[config.mk]
export PLATFORM = sky130hd
export DESIGN_NAME = jk_count_driver
export DESIGN_NICKNAME = d
export VERILOG_FILES = /design/src/rtl/jk_count_driver.sv
export SDC_FILE = /design/constraint.sdc
export NUM_CORES = 1
export LEC_CHECK = 0
export CAP_MARGIN = 10
export CORE_MARGIN = 2
export CORE_UTILIZATION = 40
export DETAILED_ROUTE_END_ITERATION = 10
export MAX_ROUTING_LAYER = met4
export PLACE_DENSITY = 0.68
export SKIP_LAST_GASP = 1
export SLEW_MARGIN = 20
export SYNTH_ARGS = -nofsm -noshare
export SYNTH_HDL_FRONTEND = slang
export SYNTH_SLANG_ARGS = --single-unit
[constraint.sdc]
create_clock -name clk -period 1.6 [get_ports clk]
set_input_delay 0.4 -clock clk [delete_from_list [all_inputs] [get_ports clk]]
set_output_delay 0.4 -clock clk [all_outputs]
set_load 0.05 [all_outputs]
[src/rtl/jk_count_driver.sv]
// Upstream controller for a bank of negedge-clocked JK flip-flops: keeps a shadow
// modulo-MODULUS count and drives one-cycle J/K excitation so the bank follows it.
module jk_count_driver #(
  parameter int unsigned WIDTH   = 4,
  parameter int unsigned MODULUS = 10
) (
  input  logic             clk,
  input  logic             clr_n,
  input  logic             en,
  input  logic             up,
  input  logic             load,
  input  logic [WIDTH-1:0] ld_val,
  input  logic [WIDTH-1:0] q_fb,
  output logic [WIDTH-1:0] j,
  output logic [WIDTH-1:0] k,
  output logic             bank_clr,
  output logic [WIDTH-1:0] count,
  output logic             tc,
  output logic             ready,
  output logic             err
);

  localparam int unsigned           CW      = WIDTH + 1;
  localparam logic [WIDTH-1:0]      MAX_VAL = WIDTH'(MODULUS - 1);
  localparam logic [CW-1:0]         MOD_EXT = CW'(MODULUS);

  if ((MODULUS < 2) || (MODULUS > (2 ** WIDTH))) begin : g_bad_modulus
    $error("jk_count_driver: MODULUS must lie in 2..2**WIDTH");
  end

  typedef enum logic [1:0] {
    ST_CLEAR = 2'd0,
    ST_SYNC  = 2'd1,
    ST_RUN   = 2'd2
  } state_t;

  state_t           state_q, state_d;
  logic [WIDTH-1:0] s_q, s_d;
  logic [WIDTH-1:0] j_q, j_d;
  logic [WIDTH-1:0] k_q, k_d;
  logic             bank_clr_q, bank_clr_d;
  logic             err_q, err_d;
  logic             ready_q, ready_d;
  logic [WIDTH-1:0] nxt;

  // State and registered outputs; reset also drops any pending J/K step.
  always_ff @(posedge clk) begin
    if (!clr_n) begin
      state_q    <= ST_CLEAR;
      s_q        <= '0;
      j_q        <= '0;
      k_q        <= '0;
      bank_clr_q <= 1'b1;
      err_q      <= 1'b0;
      ready_q    <= 1'b0;
    end else begin
      state_q    <= state_d;
      s_q        <= s_d;
      j_q        <= j_d;
      k_q        <= k_d;
      bank_clr_q <= bank_clr_d;
      err_q      <= err_d;
      ready_q    <= ready_d;
    end
  end

  // Next count value: load beats step, out-of-range loads map to zero.
  always_comb begin
    nxt = s_q;
    if (load) begin
      nxt = ({1'b0, ld_val} < MOD_EXT) ? ld_val : '0;
    end else if (en && up) begin
      nxt = (s_q == MAX_VAL) ? '0 : s_q + WIDTH'(1);
    end else if (en) begin
      nxt = (s_q == '0) ? MAX_VAL : s_q - WIDTH'(1);
    end
  end

  // Sequencing and excitation; J/K default to zero so each step lasts one cycle.
  always_comb begin
    state_d    = state_q;
    s_d        = s_q;
    j_d        = '0;
    k_d        = '0;
    bank_clr_d = 1'b0;
    err_d      = err_q;
    ready_d    = 1'b0;
    unique case (state_q)
      ST_CLEAR: begin
        state_d = ST_SYNC;
      end
      ST_SYNC: begin
        state_d = ST_RUN;
        if (q_fb != '0) err_d = 1'b1;
      end
      ST_RUN: begin
        s_d = nxt;
        j_d = ~s_q & nxt;
        k_d = s_q & ~nxt;
        if (q_fb != s_q) err_d = 1'b1;
      end
      default: begin
        state_d = ST_CLEAR;
      end
    endcase
    ready_d = (state_d == ST_RUN);
  end

  assign j        = j_q;
  assign k        = k_q;
  assign bank_clr = bank_clr_q;
  assign count    = s_q;
  assign ready    = ready_q;
  assign err      = err_q;
  assign tc       = ready_q & ~load & en &
                    ((up & (s_q == MAX_VAL)) | (~up & (s_q == '0)));

endmodule

==> impl_metrics.toml <==
[logic_synthesis]
synthArstFlopShare = 0
netlist_area_um2 = 915
syn_inst = 101
synth-edff-count = 0
syn_nets = 117
synth.top_cell.area_share = 0.350
avgSynthCellArea_um2 = 9.06
ys_types = 43
yosysTopAreaCell = "dfxtp_1"
synth_area_leaders = "dfxtp_1 35%, ha_1 4.1%, xnor2_1 3.8%, buf_6 3.7%, nor2b_1 2.7%"
ys_seq_area_frac = 0.350
ys.flop_type = "dfxtp_1"
ys_seq_elements = 16
synth_warnings = 0

[worst_setup_path]
crit_chain = "clkdlybuf4s15_1, or3_4, a21oi_4, buf_12"
max_stage_delay_ps = 410
start_kind = "input pin"
ff2ff_setup_slack_ps = 100
path_class = "in2out"
end_kind = "output port"
cp_data_arrival_time_ps = 1330
reg2reg_depth = 5
worst-path-max-fanout = 2
slowest_stage = "or3_4"
cp.required_ps = 1200
r2r_start = "count[0]$_SDFFE_PN0P_"
reg2reg_to = "count[3]$_SDFFE_PN0P_"

[cells_and_area]
multi_input_area_um2 = 554
nFillCells = 163
diodes = 0
regArea_um2 = 333
final_nets = 161
final_cell_mix = "17 x buf_4, 16 x buf_12, 12 x dfxtp_1"
drive_above_1_share = 0.368
final_common_cell = "buf_4"
area_delta_synth_final_pct = 69.9

[timing]
slew_viol_final = 0
worst_slack_ps = -133
hold_slack_ps = 582
fin_crit_ps = 1730
worst_slew_pin_slew_ps = 301
rsz0062_at_grt = "true"
setup_violations = 1
max_slew_margin = 0.797
timing.fmax_mhz = 577
fin_skew_ps = 3.43
hold_viol_final = 0
fin_crit_sh = 1.08

[clock_network]
root_buffer = "clkbuf_4"
clockBufferDepth = 2
path_clk_slew_ps = 100
insertion_delay_ps = 290
htreeDepth = 1
numCtsBuffers = 3
cts_tree = "yes"
cts.sink_count = 16

[drt]
drc = 0
avgViaCountPerCell = 5.37
wirelength_um = 2580
via_count = 924
wire_per_inst_um = 15.0
first_pass_iters = 4
drt-initial-drc-count = 19
postRouteAntennaNets = 0

[run_status]
outcome = "complete, but fails checks"
violations = "negative setup slack"

[global_routing]
grt-ovfl-total = 0
grt_pass1_wl_um = 4240
antenna_found_initial = 0
grt_pass1_vias = 959
grt_usage = 0.222
grt_start_max_net_pins = 18

[floorplanning]
core-area_um2 = 2190
initial_core_util = 0.417
io-pin-count = 29
die_w_um = 51.8
die_h_um = 51.8
die_area_um2 = 2690
placementRows = 17

[power]
power_leakage_nw = 0.625
powerDensity_nw_per_um2 = 837
vdd_drop_max_mv = 1.05

[worst_hold_path]
holdPathEnd = "j[2]$_SDFF_PN0_"
min-delay-start = "count[2]$_SDFFE_PN0P_"
hold_depth = 1
min_path_type = "reg2reg"

[job]
maxCapViolCount = 0

[placed_design]
hpwl_um = 1910
port_buffers = 28
place_congestion = 0.751
place_ws_ps = -396
-- through the flow --
stage | utilization | cells | TNS (ps) | power (mW) | instance area [µm²]
after floorplan | - | 101 | -143 | 0.773 | 938
after global placement | 0.668 | 164 | -2490 | 0.978 | 1460
after detailed placement | 0.668 | 164 | -3030 | 0.997 | 1460
after CTS | 0.697 | 170 | -116 | 1.28 | 1530
after global routing | 0.709 | 172 | -208 | 1.37 | 1550
final | 0.709 | 172 | -133 | 1.30 | 1550
-- cell families (layout without fill, tap and decap cells) --
logic type / Yosys count / count (layout) / share of synthesized area
and+or+nand+nor: 41 / 41 / 0.272
AOI/OAI and AO/OA: 24 / 24 / 0.208
DFF: 16 / 16 / 0.350
buffers and inverters: 12 / 55 / 0.0807
xor gates and xnor gates: 5 / 5 / 0.0479
adders and majority gates: 3 / 3 / 0.0410
-- cell type report --
cell class	count	share of cell area
Timing Repair Buffer	46	0.371
Multi-Input combinational cell	73	0.357
Sequential cell	16	0.214
Clock buffer	4	0.0233
Tap cell	28	0.0225
Inverter	5	0.0121
-- Yosys cell counts (2+ instances only) --
cell and number:
and2_1 2, a21oi_1 4, inv_1 5, nor4_1 4, ha_1 3, nor2b_1 4, a311o_1 2, nor2_1 6
o221a_2 2, nor3_1 3, dfxtp_1 16, xnor2_1 4, nand3_1 4, o21a_1 2, nand2_1 5, buf_6 3
nor3b_1 2, and3_1 2, o21ai_0 3, a211oi_1 2
-- report_power, final --
part           switching [mW]  total [mW]  internal (mW)
Combinational           0.274       0.540          0.266
Sequential             0.0504       0.484          0.433
Clock                   0.138       0.277          0.139
Total                   0.462        1.30          0.838
-- registers in the layout (all words and copies together), names as in the netlist --
register  flops
bank_clr      1
k             4
j             4
state_q       2
err           1
count         4
-- what timing repair did --
item | in CTS | in global routing
pin swaps | 2 | 0
hold buffers | 0 | 0
endpoints found under the setup margin | 2 | 4
resized for setup | 8 | 3
gates cloned | 0 | 0
setup buffers | 2 | 2
-- how the worst max path moves through the flow --
stage | from | endpoint | slack, ps | cells past startpoint
6_report | up | tc | -130 | 4
2_1_floorplan | count[0]$_SDFFE_PN0P_ | tc | -140 | 4
5_1_grt | count[0]$_SDFFE_PN0P_ | tc | -160 | 3
3_3_place_gp | en | tc | -360 | 5
4_1_cts | count[0]$_SDFFE_PN0P_ | tc | -120 | 3
3_5_place_dp | load | tc | -400 | 5
-- critical path: cells and delay by family --
kind                   cells  cell delay, ps
AO/OA/AOI/OAI              1             160
AND/OR/NAND/NOR            1             410
buffers and inverters      2             350
-- metal layers --
metal | track usage | wire (µm) | up-vias
li1 | - | - | 451
met1 | 0.239 | 1110 | 451
met2 | 0.401 | 1360 | 18
met3 | 0.0374 | 83 | 4
met4 | 0.0877 | 27 | 0
met5 | - | 0 | -
Note: power is estimated with default switching activity, not from simulation.
